--- src/rtl/regfile_wb_arbiter_if.sv ---
// Write-back bus between the two result producers, the arbiter and the register file write port.
// The master side is the producer/register-file environment; the slave side is the arbiter.
interface regfile_wb_arbiter_if #(
    parameter int DATA_W = 64,
    parameter int ADDR_W = 5,
    parameter int CNT_W  = 32
);
    logic              alu_valid;
    logic              alu_ready;
    logic [ADDR_W-1:0] alu_rd;
    logic [DATA_W-1:0] alu_data;
    logic              mem_valid;
    logic              mem_ready;
    logic [ADDR_W-1:0] mem_rd;
    logic [DATA_W-1:0] mem_data;
    logic              wb_en;
    logic [ADDR_W-1:0] wb_rd;
    logic [DATA_W-1:0] wb_data;
    logic [31:0]       pending_mask;
    logic [CNT_W-1:0]  wb_count;

    modport master (
        output alu_valid, alu_rd, alu_data, mem_valid, mem_rd, mem_data,
        input  alu_ready, mem_ready, wb_en, wb_rd, wb_data, pending_mask, wb_count
    );

    modport slave (
        input  alu_valid, alu_rd, alu_data, mem_valid, mem_rd, mem_data,
        output alu_ready, mem_ready, wb_en, wb_rd, wb_data, pending_mask, wb_count
    );
endinterface

--- src/rtl/regfile_wb_arbiter.sv ---
// Arbitrates the register file's single write port between ALU and load write-back.
// One holding buffer per source, round-robin grant with an age override on equal rd.
module regfile_wb_arbiter #(
    parameter int DATA_W = 64,
    parameter int ADDR_W = 5,
    parameter int CNT_W  = 32
) (
    input  logic                  clk,
    input  logic                  rst,
    regfile_wb_arbiter_if.slave   bus
);
    localparam logic [0:0] GNT_ALU = 1'b0;
    localparam logic [0:0] GNT_MEM = 1'b1;

    typedef struct packed {
        logic [ADDR_W-1:0] rd;
        logic [DATA_W-1:0] data;
    } wb_req_t;

    logic       alu_full_q, alu_full_d;
    logic       mem_full_q, mem_full_d;
    wb_req_t    alu_buf_q, alu_buf_d;
    wb_req_t    mem_buf_q, mem_buf_d;
    logic       alu_older_q, alu_older_d;
    logic [0:0] last_grant_q, last_grant_d;
    logic       wb_en_q, wb_en_d;
    wb_req_t    wb_q, wb_d;
    logic [CNT_W-1:0] wb_count_q, wb_count_d;

    logic        grant_alu, grant_mem;
    logic        alu_fill, mem_fill;
    logic [31:0] pending_mask;

    always_comb begin
        grant_alu = 1'b0;
        grant_mem = 1'b0;
        if (alu_full_q && mem_full_q) begin
            // Equal destinations must commit in arrival order to keep the final value right.
            if (alu_buf_q.rd == mem_buf_q.rd)
                grant_alu = alu_older_q;
            else
                grant_alu = (last_grant_q == GNT_MEM);
            grant_mem = !grant_alu;
        end else begin
            grant_alu = alu_full_q;
            grant_mem = mem_full_q;
        end
    end

    assign bus.alu_ready = !alu_full_q || grant_alu;
    assign bus.mem_ready = !mem_full_q || grant_mem;

    // Writes to x0 complete the handshake but never occupy a buffer.
    assign alu_fill = bus.alu_valid && bus.alu_ready && (bus.alu_rd != '0);
    assign mem_fill = bus.mem_valid && bus.mem_ready && (bus.mem_rd != '0);

    always_comb begin
        alu_full_d = alu_full_q && !grant_alu;
        alu_buf_d  = alu_buf_q;
        if (alu_fill) begin
            alu_full_d = 1'b1;
            alu_buf_d  = '{rd: bus.alu_rd, data: bus.alu_data};
        end

        mem_full_d = mem_full_q && !grant_mem;
        mem_buf_d  = mem_buf_q;
        if (mem_fill) begin
            mem_full_d = 1'b1;
            mem_buf_d  = '{rd: bus.mem_rd, data: bus.mem_data};
        end

        // A fresh fill is always younger; on a simultaneous fill the load counts as older.
        alu_older_d = alu_older_q;
        if (alu_fill)
            alu_older_d = 1'b0;
        else if (mem_fill)
            alu_older_d = 1'b1;

        wb_en_d      = grant_alu || grant_mem;
        wb_d         = wb_q;
        last_grant_d = last_grant_q;
        if (grant_alu) begin
            wb_d         = alu_buf_q;
            last_grant_d = GNT_ALU;
        end else if (grant_mem) begin
            wb_d         = mem_buf_q;
            last_grant_d = GNT_MEM;
        end

        wb_count_d = wb_count_q + CNT_W'(wb_en_q);
    end

    always_comb begin
        pending_mask = '0;
        for (int r = 1; r < 32; r++) begin
            pending_mask[r] = (alu_full_q && (alu_buf_q.rd == ADDR_W'(r))) ||
                              (mem_full_q && (mem_buf_q.rd == ADDR_W'(r))) ||
                              (wb_en_q    && (wb_q.rd      == ADDR_W'(r)));
        end
    end

    always_ff @(posedge clk or posedge rst) begin
        if (rst) begin
            alu_full_q   <= 1'b0;
            mem_full_q   <= 1'b0;
            alu_buf_q    <= '0;
            mem_buf_q    <= '0;
            alu_older_q  <= 1'b0;
            last_grant_q <= GNT_MEM;
            wb_en_q      <= 1'b0;
            wb_q         <= '0;
            wb_count_q   <= '0;
        end else begin
            alu_full_q   <= alu_full_d;
            mem_full_q   <= mem_full_d;
            alu_buf_q    <= alu_buf_d;
            mem_buf_q    <= mem_buf_d;
            alu_older_q  <= alu_older_d;
            last_grant_q <= last_grant_d;
            wb_en_q      <= wb_en_d;
            wb_q         <= wb_d;
            wb_count_q   <= wb_count_d;
        end
    end

    assign bus.wb_en        = wb_en_q;
    assign bus.wb_rd        = wb_q.rd;
    assign bus.wb_data      = wb_q.data;
    assign bus.pending_mask = pending_mask;
    assign bus.wb_count     = wb_count_q;
endmodule

--- src/flat_wrapper.sv ---
// flat-port wrapper written by rule: the top's interface ports become plain ports
module regfile_wb_arbiter_flat 
#(
    parameter int DATA_W = 64,
    parameter int ADDR_W = 5,
    parameter int CNT_W  = 32
)
  (clk, rst, bus_alu_valid, bus_alu_rd, bus_alu_data, bus_mem_valid, bus_mem_rd, bus_mem_data, bus_alu_ready, bus_mem_ready, bus_wb_en, bus_wb_rd, bus_wb_data, bus_pending_mask, bus_wb_count);
  regfile_wb_arbiter_if #(.DATA_W(DATA_W), .ADDR_W(ADDR_W), .CNT_W(CNT_W)) bus_i ();
  input  logic clk;
  input  logic rst;
  input wire logic [$bits(bus_i.alu_valid)-1:0] bus_alu_valid;
  input wire logic [$bits(bus_i.alu_rd)-1:0] bus_alu_rd;
  input wire logic [$bits(bus_i.alu_data)-1:0] bus_alu_data;
  input wire logic [$bits(bus_i.mem_valid)-1:0] bus_mem_valid;
  input wire logic [$bits(bus_i.mem_rd)-1:0] bus_mem_rd;
  input wire logic [$bits(bus_i.mem_data)-1:0] bus_mem_data;
  output wire logic [$bits(bus_i.alu_ready)-1:0] bus_alu_ready;
  output wire logic [$bits(bus_i.mem_ready)-1:0] bus_mem_ready;
  output wire logic [$bits(bus_i.wb_en)-1:0] bus_wb_en;
  output wire logic [$bits(bus_i.wb_rd)-1:0] bus_wb_rd;
  output wire logic [$bits(bus_i.wb_data)-1:0] bus_wb_data;
  output wire logic [$bits(bus_i.pending_mask)-1:0] bus_pending_mask;
  output wire logic [$bits(bus_i.wb_count)-1:0] bus_wb_count;
  assign bus_i.alu_valid = bus_alu_valid;
  assign bus_i.alu_rd = bus_alu_rd;
  assign bus_i.alu_data = bus_alu_data;
  assign bus_i.mem_valid = bus_mem_valid;
  assign bus_i.mem_rd = bus_mem_rd;
  assign bus_i.mem_data = bus_mem_data;
  assign bus_alu_ready = bus_i.alu_ready;
  assign bus_mem_ready = bus_i.mem_ready;
  assign bus_wb_en = bus_i.wb_en;
  assign bus_wb_rd = bus_i.wb_rd;
  assign bus_wb_data = bus_i.wb_data;
  assign bus_pending_mask = bus_i.pending_mask;
  assign bus_wb_count = bus_i.wb_count;
  regfile_wb_arbiter #(.DATA_W(DATA_W), .ADDR_W(ADDR_W), .CNT_W(CNT_W)) u_core (.clk(clk), .rst(rst), .bus(bus_i));
endmodule
--- config.mk ---
export PLATFORM = sky130hd
export DESIGN_NAME = regfile_wb_arbiter_flat
export DESIGN_NICKNAME = d
export VERILOG_FILES = /design/src/rtl/regfile_wb_arbiter_if.sv /design/src/rtl/regfile_wb_arbiter.sv /design/src/flat_wrapper.sv
export SDC_FILE = /design/constraint.sdc
export NUM_CORES = 1
export LEC_CHECK = 0
export CAP_MARGIN = 40
export CORE_MARGIN = 2
export CORE_UTILIZATION = 45
export DETAILED_ROUTE_END_ITERATION = 16
export PLACE_DENSITY = 0.75
export SLEW_MARGIN = 20
export SYNTH_ARGS = -nofsm -noshare
export SYNTH_HDL_FRONTEND = slang
export SYNTH_SLANG_ARGS = --single-unit
--- constraint.sdc ---
create_clock -name clk -period 22.7 [get_ports clk]
set_input_delay 6.81 -clock clk [delete_from_list [all_inputs] [get_ports clk]]
set_output_delay 6.81 -clock clk [all_outputs]
set_load 0.1 [all_outputs]
Yosys cells after proc, flatten, opt, wreduce, memory -nomap -nowiden
Cells that the tools add are included.
{"block": "totals", "wordCells": 293, "in_bits": 142, "regBits": 244, "out_inout_bits": 136}
{"block": "classes", "addsub": 1, "n_eq_ne": 94, "reduce_logical": 174, "n_mux": 12}
{"operator": "5-bit equality test, second input constant", "count": 48}
{"operator": "69-bit two-way mux", "count": 2}
{"operator": "5-bit by 4-bit equality test with 1-bit output, second input constant", "count": 24}
{"operator": "1-bit logical AND", "count": 100}
{"operator": "1-bit logical OR", "count": 65}
{"operator": "5-bit by 3-bit equality test with 1-bit output, second input constant", "count": 12}
{"operator": "32-bit by 1-bit adder with 32-bit output", "count": 1}
{"operator": "5-bit by 2-bit equality test with 1-bit output, second input constant", "count": 6}
{"operator": "5-bit by 1-bit equality test with 1-bit output, second input constant", "count": 3}
{"operator": "1-bit two-way mux", "count": 10}
{"operator": "5-bit nonzero test", "count": 2}
{"operator": "5-bit equality test", "count": 1}
{"operator": "1-bit zero test", "count": 5}
{"operator": "2-bit nonzero test", "count": 2}

Depth between registers and ports, before layout
Gate-level depths: netlist of run 1.
{"block": "logic_depth", "ltp_word": 10, "ltp_mapped": 8, "depth_no_buf": 6}

Worst setup path before layout of run 1
OpenSTA, ideal clock, no wires.
{"block": "synth_timing", "path_type": "register to output", "start": "register u_core.wb_q, in the netlist u_core.bus.wb_rd[1]", "end": "output port bus_pending_mask[31]", "required_time_ns": 15.890, "arrival_ns": 3.617, "stages_incl_launch_ff": 4, "setup_slack_ns": 12.273, "n_path_buf": 1, "cell_sequence": "dfrtp_1 -> clkbuf_1 -> nand2_1 -> o31ai_1"}
{"block": "synth_via", "elab_chain_len": 3}
{"item": "from (decl)", "line": "regfile_wb_arbiter.sv:27", "text": "wb_req_t wb_q, wb_d;"}
{"item": "from (signal assigned)", "line": "regfile_wb_arbiter.sv:121", "text": "wb_q <= wb_d;"}
{"item": "5-bit equality test", "line": "regfile_wb_arbiter.sv:98", "text": "(wb_en_q && (wb_q.rd == ADDR_W'(r)));"}
{"item": "1-bit logical AND", "line": "regfile_wb_arbiter.sv:98"}
{"item": "1-bit logical OR", "line": "regfile_wb_arbiter.sv:97", "text": "(mem_full_q && (mem_buf_q.rd == ADDR_W'(r))) ||"}
{"item": "to (decl)", "line": "flat_wrapper.sv:23", "text": "output wire logic [$bits(bus_i.pending_mask)-1:0] bus_pending_mask;"}
No other way between the ends.

Worst setup path in the final report of run 1
{"block": "layout_timing", "start": "register u_core.mem_buf_q[67] in the netlist's numbering", "end": "output port bus_pending_mask[10]"}
{"block": "layout_via", "elab_chain_len": 4}
{"item": "from (decl)", "line": "regfile_wb_arbiter.sv:23", "text": "wb_req_t mem_buf_q, mem_buf_d;"}
{"item": "from (signal assigned)", "line": "regfile_wb_arbiter.sv:117", "text": "mem_buf_q <= mem_buf_d;"}
{"item": "5-bit by 4-bit equality test with 1-bit output", "line": "regfile_wb_arbiter.sv:97"}
{"item": "1-bit logical AND", "line": "regfile_wb_arbiter.sv:97"}
{"item": "1-bit logical OR", "line": "regfile_wb_arbiter.sv:96", "text": "pending_mask[r] = (alu_full_q && (alu_buf_q.rd == ADDR_W'(r))) ||"}
{"item": "1-bit logical OR", "line": "regfile_wb_arbiter.sv:97"}
No other way between the ends.

==> out/metrics.cfg, run 1 <==
[logic_synthesis]
synth_xor_area_share_pct = 2.87
yosys_warnings = 0
synth_edf_count = 0
netlist.top_cell.by_area = dfrtp_1
seq_area_frac_synth_pct = 57.3
synth_compound_area_share_pct = 9.64
post_synth.cell_area_avg_um2 = 12.8
synthFlopType = dfrtp_1
synthAdderAreaFrac_pct = 0.235
synth_mux_area_share_pct = 14.9
yosys.area_share.simple_pct = 11.5
synth_top_family_by_area = multiplexers
syn_nets = 978
ys_seq_elements = 244
async_reset_ff_share_pct = 100
synthTopCellsByArea = dfrtp_1 57%, mux2_2 13%, a221o_1 6.2%, and2_1 4.2%, nand2_1 2.4%
synth_cells = 834
synth_area_um2 = 10700
ys_types = 46
synth_top_cell_area_share_pct = 57.0

[sta]
setup_violations = 0
drv_slew = 0
finClkSkew_ns = 0.0139
hold_viol = 0
rsz0062_at_grt = false
tns_ns = 0
fin_crit_ns = 9.99
fin_crit_sh_pct = 44.0
max_slew_margin_pct = 42.9
fmax_ghz = 0.100
tightestPinTransition_ns = 0.854

[global_routing]
grt_max_degree = 104
grtUsageMet1_pct = 31.8
grt_usage_pct = 25.5
grt_pass1_vias = 9145
grt_pass1_wl_um = 50000
antenna_found_initial = 4
grt_use_met3_pct = 5.37
grt-ovfl-total = 0
use_met2_pct = 44.5
gr-max-usage-layer = met2

[critical_path]
worstPathRequired_ns = 15.89
endpoint_kind = output port
worst_setup_path_start_kind = register
cp.arrival_ns = 3.18
crit_path_max_fanout = 13
crit_type = register to output port

[cts]
numCtsBuffers = 26
clock_latency_ns = 0.53
clk_pin_slew_worst_paths_ns = 0.06
cts_buffer_depth = 3
cts_resized = 0
postCtsSetupBuffers = 0
cts_tree = done
cts.sinks = 244
cts-root-buf = clkbuf_16
cts_htree_levels = 1
ctsHoldBuffers = 0

[die]
die_w_um = 158
placementRows = 56
core_um2 = 23400
start_util_pct = 45.6
die_h_um = 158
dieArea_um2 = 24900
pin_count = 278

[detailed_routing]
via_count = 8535
drt_iter0_markers = 515
dr.pass1.iters = 6
vias_per_cell = 5.44
wl_um = 31500
drc_errors = 0
detail-route-antenna-nets = 0
drt-wirelength-per-cell_um = 20.1

[finish]
fillerInstances = 1467
drive_above_1_share_pct = 25.3
final_common_cell = clkdlybuf4s50_1
nets = 1374
areaGrowthSynthToFinish_pct = 59.8
final_cell_mix = 276 x clkdlybuf4s50_1, 243 x dfrtp_1, 120 x mux2_2

[place]
hpwl_um = 21900
routabilityCongestion = 0.890
portBuffers = 276

[power]
power.density_nw_per_um2 = 158
power.leakage_nw = 7.28
finalPower_mw = 2.70
vdd_drop_max_mv = 0.117

[worst_hold_path]
hold_class = register to register

[flow_run]
maxCapViolations = 0

[outcome]
status = completed

## worst max-delay path, stage by stage (launching register included)
cell and delay [ns]:
dfrtp_1 0.58, nor2b_1 0.40, nor3b_1 0.60, a222oi_1 0.25, inv_1 0.12, clkdlybuf4s50_1 0.51, buf_8 0.20
## metal layers
metal / part of all wire (%) / wire length, um
met5: 0.044 / 14
met4: 3.1 / 964
met3: 7.1 / 2240
met2: 51 / 16200
met1: 38 / 12100
## metrics by stage
step                      instance area, um2  util, %  hold slack, ns  std cells  setup WS, ns
final                                  17000     72.8           0.493       1569         12.71
after global routing                   17000     72.8           0.511       1569         12.50
after CTS                              17000     72.7           0.491       1567         12.79
after detailed placement               16200     69.0           0.477       1520         13.16
after global placement                 13600     58.0           0.462       1382         12.99
after floorplan                        10700        -           0.459        834          9.19
## cells in the mapped netlist (all sizes together) (12+ instances only)
cell type  count
clkbuf        22
buf           31
nand2         67
dfrtp        243
a221o         66
and2          71
nor2          26
and3          12
xnor2         24
nand3         21
mux2         141
a22oi         20
## registers in the layout, summed over array words and instances (netlist names), 5 cells and up
| name | cells |
|---|---|
| u_core.bus.wb_count | 32 |
| u_core.alu_buf_q | 69 |
| u_core.bus.wb_rd | 5 |
| u_core.bus.wb_data | 64 |
| u_core.mem_buf_q | 69 |
## power breakdown
part           internal [mW]  switching [mW]
Sequential             0.582           0.113
Clock                  0.254           0.172
Combinational          0.641           0.937
Total                   1.48            1.22
## area by class of cell
cell class | instances | area (um2) | area share [%]
Tap cell | 319 | 399 | 2.34
Clock buffer | 39 | 759 | 4.46
Clock inverter | 8 | 105 | 0.617
Inverter | 11 | 48.8 | 0.286
Multi-Input combinational cell | 526 | 4220 | 24.7
Antenna cell | 1 | 2.50 | 0.0147
Sequential cell | 244 | 6110 | 35.8
Timing Repair Buffer | 421 | 5410 | 31.7
## logic make-up (layout without fill, tap and decap cells)
group | after synthesis | in the layout
buffers and inverters | 64 | 479
XOR/XNOR | 35 | 35
AND/OR/NAND/NOR | 234 | 234
AO/OA/AOI/OAI | 113 | 113
adder cells (fa/ha/maj) | 2 | 2
other | 1 | 2
multiplexers | 141 | 141
flip-flops | 244 | 244
## path summary, 6_finish.rpt
kind | startpoint | to | slack (ns) | cells after the start
min in group asynchronous | rst | u_core.alu_buf_q[32]$_DFFE_PP0P_ | 6.79 | 2
max reg2reg | u_core.mem_buf_q[65]$_DFFE_PP0P_ | u_core.alu_buf_q[4]$_DFFE_PP0P_ | 19.34 | 6
min | u_core.mem_buf_q[46]$_DFFE_PP0P_ | u_core.mem_buf_q[46]$_DFFE_PP0P_ | 0.49 | 1
max in group asynchronous | rst | u_core.bus.wb_count[22]$_DFF_PP0_ | 14.35 | 5
max | u_core.mem_buf_q[67]$_DFFE_PP0P_ | bus_pending_mask[10] | 12.71 | 6
min reg2reg | u_core.mem_buf_q[46]$_DFFE_PP0P_ | u_core.mem_buf_q[46]$_DFFE_PP0P_ | 0.49 | 1
(Power assumes the default switching activity.)
==> run 2: changes to the inputs <==
--- a/config.mk
+++ b/config.mk
@@ -7,9 +7,9 @@
 export LEC_CHECK = 0
 export CAP_MARGIN = 40
 export CORE_MARGIN = 2
-export CORE_UTILIZATION = 45
+export CORE_UTILIZATION = 44
 export DETAILED_ROUTE_END_ITERATION = 16
-export PLACE_DENSITY = 0.75
+export PLACE_DENSITY = 0.76
 export SLEW_MARGIN = 20
 export SYNTH_ARGS = -nofsm -noshare
 export SYNTH_HDL_FRONTEND = slang
==> constraint.sdc (replaced) <==
create_clock -name clk -period 8.6 [get_ports clk]
set_input_delay 2.58 -clock clk [delete_from_list [all_inputs] [get_ports clk]]
set_output_delay 2.58 -clock clk [all_outputs]
set_load 0.1 [all_outputs]
==> run 2 against run 1 <==
Net effect: clock skew rose by 0.0057 ns; largest power group unchanged; sequential cell count did not move; sequential share of layout area fell by 0.14 points; register-to-register slack got worse by 14 ns; critical path depth did not move; core utilization fell by 0.36 points; combinational power rose to 2.6 times the previous value; global-route usage rose by 0.15 points; non-clock buffer count did not move; via count rose by 0.12%; highest routed layer is now met4.
==> out/metrics.cfg, run 2 (synthesized netlist as in run 1, its figures left out) <==
[critical_path]
r2r-end = u_core.alu_buf_q[33]$_DFFE_PP0P_
crit_path_max_fanout = 13  ; unchanged
reg2regPathDepth = 6  ; unchanged
reg2reg_slack_ns = 5.35  ; -13.99 ns
crit_type = register to output port
cp.arrival_ns = 3.13  ; -0.05 ns
endpoint_kind = output port
worstPathRequired_ns = 6.02  ; -9.87 ns
worst_setup_path_start_kind = register
r2r-start = u_core.mem_buf_q[65]$_DFFE_PP0P_

[cts]
cts_buffer_depth = 3  ; unchanged
cts_htree_levels = 1  ; unchanged
ctsHoldBuffers = 0  ; unchanged
numCtsBuffers = 27  ; +3.8%
clk_pin_slew_worst_paths_ns = 0.06  ; about the same
cts_resized = 0  ; unchanged
cts_tree = done
cts-root-buf = clkbuf_16
cts.sinks = 244  ; unchanged
postCtsSetupBuffers = 0  ; unchanged
clock_latency_ns = 0.55  ; +0.02 ns

[sta]
finClkSkew_ns = 0.0196  ; +0.00571 ns
fmax_ghz = 0.175
max_slew_margin_pct = 44.0  ; +1.1 points
setup_violations = 0  ; unchanged
rsz0062_at_grt = false
finalWorstSetupSlack_ns = 2.89  ; -9.81 ns
hold_slack_ns = 0.488  ; -0.00553 ns
fin_crit_ns = 5.71
drv_slew = 0  ; unchanged
tns_ns = 0  ; unchanged
fin_crit_sh_pct = 66.4
tightestPinTransition_ns = 0.838  ; -0.0167 ns
hold_viol = 0  ; unchanged

[worst_hold_path]
min_from = u_core.mem_buf_q[63]$_DFFE_PP0P_
hold_class = register to register
hold_path_end = u_core.mem_buf_q[63]$_DFFE_PP0P_
worstHoldPathCells = 1  ; unchanged

[global_routing]
grt_pass1_vias = 9273  ; +1.4%
grt_pass1_wl_um = 52600  ; +5.1%
grt_usage_pct = 25.7  ; +0.15 points
grt-ovfl-total = 0  ; unchanged
grt_max_degree = 142  ; +37%
antenna_found_initial = 2  ; -2

[die]
dieArea_um2 = 25500  ; +2.2%
pin_count = 278  ; unchanged
die_w_um = 160  ; +1.1%
core_um2 = 23600  ; +0.90%
start_util_pct = 45.2  ; -0.41 points
placementRows = 56  ; unchanged
die_h_um = 160  ; +1.1%

[place]
routabilityCongestion = 0.891  ; +0.10%
portBuffers = 276  ; unchanged
post-place-ws_ns = 3.32  ; -9.84 ns
hpwl_um = 23000  ; +4.9%

[detailed_routing]
wl_um = 32600  ; +3.5%
drt-wirelength-per-cell_um = 20.7  ; +3.2%
vias_per_cell = 5.43  ; -0.14%
drt_iter0_markers = 611  ; +19%
wl_met3_um = 2180  ; -2.5%
via_count = 8545  ; +0.12%
wl_met1_um = 12600  ; +4.6%
detail-route-antenna-nets = 0  ; unchanged
drc_errors = 0  ; unchanged
wl_met2_um = 16700  ; +3.3%
dr.pass1.iters = 5  ; -1
top_layer_used = met4

[finish]
nets = 1375  ; +0.073%
fillerInstances = 1476  ; +0.61%
multiInputGateArea_um2 = 4220  ; unchanged
final_common_cell = clkdlybuf4s50_1
layout.area.seq_um2 = 6110  ; unchanged
drive_above_1_share_pct = 25.9  ; +0.58 points
final_cell_mix = 276 x clkdlybuf4s50_1, 243 x dfrtp_1, 120 x mux2_2
finish.utilization_pct = 72.5  ; -0.36 points
areaGrowthSynthToFinish_pct = 60.5

[power]
vdd_drop_max_mv = 0.366  ; +210%
power.density_nw_per_um2 = 422  ; +170%
power.leakage_nw = 7.31  ; +0.43%

[outcome]
status = completed

[flow_run]
maxCapViolations = 0  ; unchanged

-- run 2: layout make-up --
cell class / count / area share (%)
Clock buffer: 38 / 4.71
Antenna cell: 2 / 0.0292
Multi-Input combinational cell: 526 / 24.6
Timing Repair Buffer: 421 / 31.6
Clock inverter: 12 / 0.760
Tap cell: 319 / 2.33
Sequential cell: 244 / 35.7
Inverter: 11 / 0.263
-- run 2: worst max-delay path by stage --
stage,start,endpoint,slack [ns],cells past startpoint
floorplan,u_core.bus.wb_rd[1]$_DFFE_PP0P_,bus_pending_mask[31],2.40,3
global placement,u_core.mem_buf_q[65]$_DFFE_PP0P_,bus_pending_mask[30],3.23,5
detailed placement,bus_alu_rd[0],u_core.alu_buf_q[16]$_DFFE_PP0P_,3.32,6
CTS,u_core.mem_buf_q[67]$_DFFE_PP0P_,bus_pending_mask[10],2.96,6
global route,u_core.mem_buf_q[67]$_DFFE_PP0P_,bus_pending_mask[10],2.73,6
finish,u_core.mem_buf_q[67]$_DFFE_PP0P_,bus_pending_mask[10],2.89,6
-- run 2: critical path: stages, from the launching register on --
cell             delay (ns)
dfrtp_1                0.59
nor2b_1                0.38
nor3b_1                0.52
a222oi_1               0.21
inv_1                  0.11
clkdlybuf4s50_1        0.56
buf_8                  0.22
-- run 2: through the flow --
stage                     cells  area (um2)  power, mW
after floorplan             834       10700       4.20
after global placement     1384       13600       4.94
after detailed placement   1521       16200       6.03
after CTS                  1571       17100       7.25
after global routing       1573       17100       7.47
final                      1573       17100       7.22
-- run 2: layer usage --
metal / global-route usage (%) / vias up
met2: 45.4 / 391
met1: 31.7 / 4264
met5: 0 / -
met4: 7.77 / 0
met3: 5.48 / 78
li1: - / 3812
-- run 2: power by group --
group / internal, mW / switching (mW) / leakage [nW]
Sequential: 1.54 / 0.301 / 2.93
Clock: 0.716 / 0.482 / 0.466
Combinational: 1.70 / 2.48 / 3.92
==> run 3: changes to the inputs <==
==> constraint.sdc (replaced) <==
create_clock -name clk -period 4.67 [get_ports clk]
set_input_delay 1.401 -clock clk [delete_from_list [all_inputs] [get_ports clk]]
set_output_delay 1.401 -clock clk [all_outputs]
set_load 0.1 [all_outputs]
==> run 3 against run 2 <==
Net effect: cell count down 2.3%; count of clock-buffer cells in the layout down 3; global-route usage down 1.1 points; setup slack worse by 2.2 ns.
==> out/metrics.cfg, run 3 (synthesized netlist as in run 1, its figures left out) <==
[outcome]
status = completed

[place]
routabilityCongestion = 0.901  ; +1.1%
portBuffers = 276  ; unchanged
hpwl_um = 22000  ; -4.1%

[sta]
tns_ns = 0  ; unchanged
max_slew_margin_pct = 51.4  ; +7.3 points
fin_crit_ns = 3.96
fmax_ghz = 0.253
finClkSkew_ns = 0.0257  ; +0.00615 ns
tightestPinTransition_ns = 0.728  ; -0.110 ns
rsz0062_at_grt = false
fin_crit_sh_pct = 84.7
setup_violations = 0  ; unchanged
hold_viol = 0  ; unchanged
hold_slack_ns = 0.489  ; +0.00121 ns
drv_slew = 0  ; unchanged

[cts]
clk_pin_slew_worst_paths_ns = 0.06  ; about the same
postCtsSetupBuffers = 0  ; unchanged
cts_htree_levels = 1  ; unchanged
cts.sinks = 244  ; unchanged
cts_buffer_depth = 3  ; unchanged
ctsHoldBuffers = 0  ; unchanged
cts_resized = 0  ; unchanged
numCtsBuffers = 26  ; -3.7%
cts_tree = done
cts-root-buf = clkbuf_16
clock_latency_ns = 0.54  ; about the same

[detailed_routing]
via_count = 8364  ; -2.1%
vias_per_cell = 5.44  ; +0.17%
drt_iter0_markers = 668  ; +9.3%
drc_errors = 0  ; unchanged
wl_um = 31200  ; -4.1%
dr.pass1.iters = 6  ; +1
detail-route-antenna-nets = 0  ; unchanged
drt-wirelength-per-cell_um = 20.3  ; -1.9%

[global_routing]
grt_pass1_vias = 9233  ; -0.43%
grt_usage_pct = 24.6  ; -1.1 points
grt-ovfl-total = 0  ; unchanged
antenna_found_initial = 2  ; unchanged
grt_pass1_wl_um = 50600  ; -3.9%
grt_max_degree = 105  ; -26%

[critical_path]
crit_type = register to output port
path_cells = nor2b_1 > nor3b_1 > a22oi_1 > o21ai_0 > buf_4
reg2regPathDepth = 6  ; unchanged
crit_path_end = bus_pending_mask[9]
worstPathRequired_ns = 3.27  ; -2.75 ns
cp_slowest_cell = dfrtp_1
cp.arrival_ns = 2.55  ; -0.58 ns
reg2reg_slack_ns = 2.01  ; -3.34 ns
r2r-end = u_core.mem_buf_q[55]$_DFFE_PP0P_
critPathMaxStageDelay_ns = 0.52  ; -0.07 ns
r2r-start = u_core.mem_buf_q[65]$_DFFE_PP0P_
startpoint = u_core.mem_buf_q[66]$_DFFE_PP0P_
endpoint_kind = output port
crit_path_max_fanout = 11  ; -2
worst_setup_path_start_kind = register

[worst_hold_path]
hold_class = register to register

[power]
power.density_nw_per_um2 = 781  ; +85%
power.leakage_nw = 7.07  ; -3.3%
vdd_drop_max_mv = 0.691  ; +89%

[flow_run]
maxCapViolations = 0  ; unchanged

[finish]
fillerInstances = 1618  ; +9.6%
diodes = 0  ; -2
final_cell_mix = 243 x clkdlybuf4s50_1, 243 x dfrtp_1, 120 x mux2_2
areaGrowthSynthToFinish_pct = 54.0
drive_above_1_share_pct = 26.4  ; +0.56 points
nets = 1344  ; -2.3%

[die]
die_w_um = 160  ; unchanged
placementRows = 56  ; unchanged
core_um2 = 23600  ; unchanged
dieArea_um2 = 25500  ; unchanged
start_util_pct = 45.2  ; unchanged
pin_count = 278  ; unchanged
die_h_um = 160  ; unchanged

==> run 3: cell types whose count changed in the layout (fill, tap and decap cells not counted), moves of 4 or more <==
cell,delta
buf_16,-9
buf_4,+33
buf_12,+4
buf_8,-25
clkdlybuf4s50_1,-33
clkinv_2,-4
clkbuf_8,-4
==> run 3: per-stage QoR <==
step           area (um2)  setup slack, ns  std cells  util [%]  total power [mW]
2_1_floorplan       10700           0.0660        834         -              7.74
3_3_place_gp        13600             1.09       1388      57.6              9.10
3_5_place_dp        15600             1.10       1491      65.9              10.8
4_1_cts             16400            0.786       1537      69.5              12.9
5_1_grt             16400            0.563       1537      69.5              13.3
6_report            16400            0.714       1537      69.5              12.8
==> run 3: worst min-delay path by stage <==
stage                                            startpoint                                 end  slack (ns)  depth (start not counted)
after floorplan            u_core.mem_buf_q[10]$_DFFE_PP0P_    u_core.mem_buf_q[10]$_DFFE_PP0P_        0.46                          1
after global placement    u_core.bus.wb_count[31]$_DFF_PP0_   u_core.bus.wb_count[31]$_DFF_PP0_        0.46                          1
after detailed placement   u_core.mem_buf_q[51]$_DFFE_PP0P_    u_core.mem_buf_q[51]$_DFFE_PP0P_        0.48                          1
after CTS                  u_core.mem_buf_q[58]$_DFFE_PP0P_  u_core.bus.wb_data[58]$_DFFE_PP0P_        0.48                          1
after global routing       u_core.mem_buf_q[17]$_DFFE_PP0P_    u_core.mem_buf_q[17]$_DFFE_PP0P_        0.50                          1
final                      u_core.mem_buf_q[30]$_DFFE_PP0P_    u_core.mem_buf_q[30]$_DFFE_PP0P_        0.49                          1
==> run 3: where the power goes <==
part | switching, mW | internal, mW | total, mW
Sequential | 0.542 | 2.83 | 3.37
Clock | 0.855 | 1.22 | 2.07
Combinational | 4.50 | 2.88 | 7.37
Total | 5.90 | 6.92 | 12.8
==> run 3: area by class of cell <==
type                            instances  area (um2)  area share, %
Inverter                               11        45.0          0.274
Multi-Input combinational cell        526        4220           25.7
Sequential cell                       244        6110           37.2
Tap cell                              319         399           2.43
Clock inverter                         11         131          0.800
Timing Repair Buffer                  391        4780           29.1
Clock buffer                           35         734           4.47
==> run 3: layer usage <==
| metal | part of all wire, % | global-route usage (%) |
|---|---|---|
| met1 | 39 | 29.9 |
| met2 | 50 | 43.1 |
| met3 | 7.2 | 6.05 |
| met4 | 3.2 | 8.14 |
| met5 | 0.093 | 0 |
==> run 3: worst max-delay path: cells and delay by family (launching register included) <==
kind                   cells  cell delay, ns
and+or+nand+nor            2            0.91
DFF                        1            0.52
buffers and inverters      1            0.35
AOI/OAI and AO/OA          2            0.26
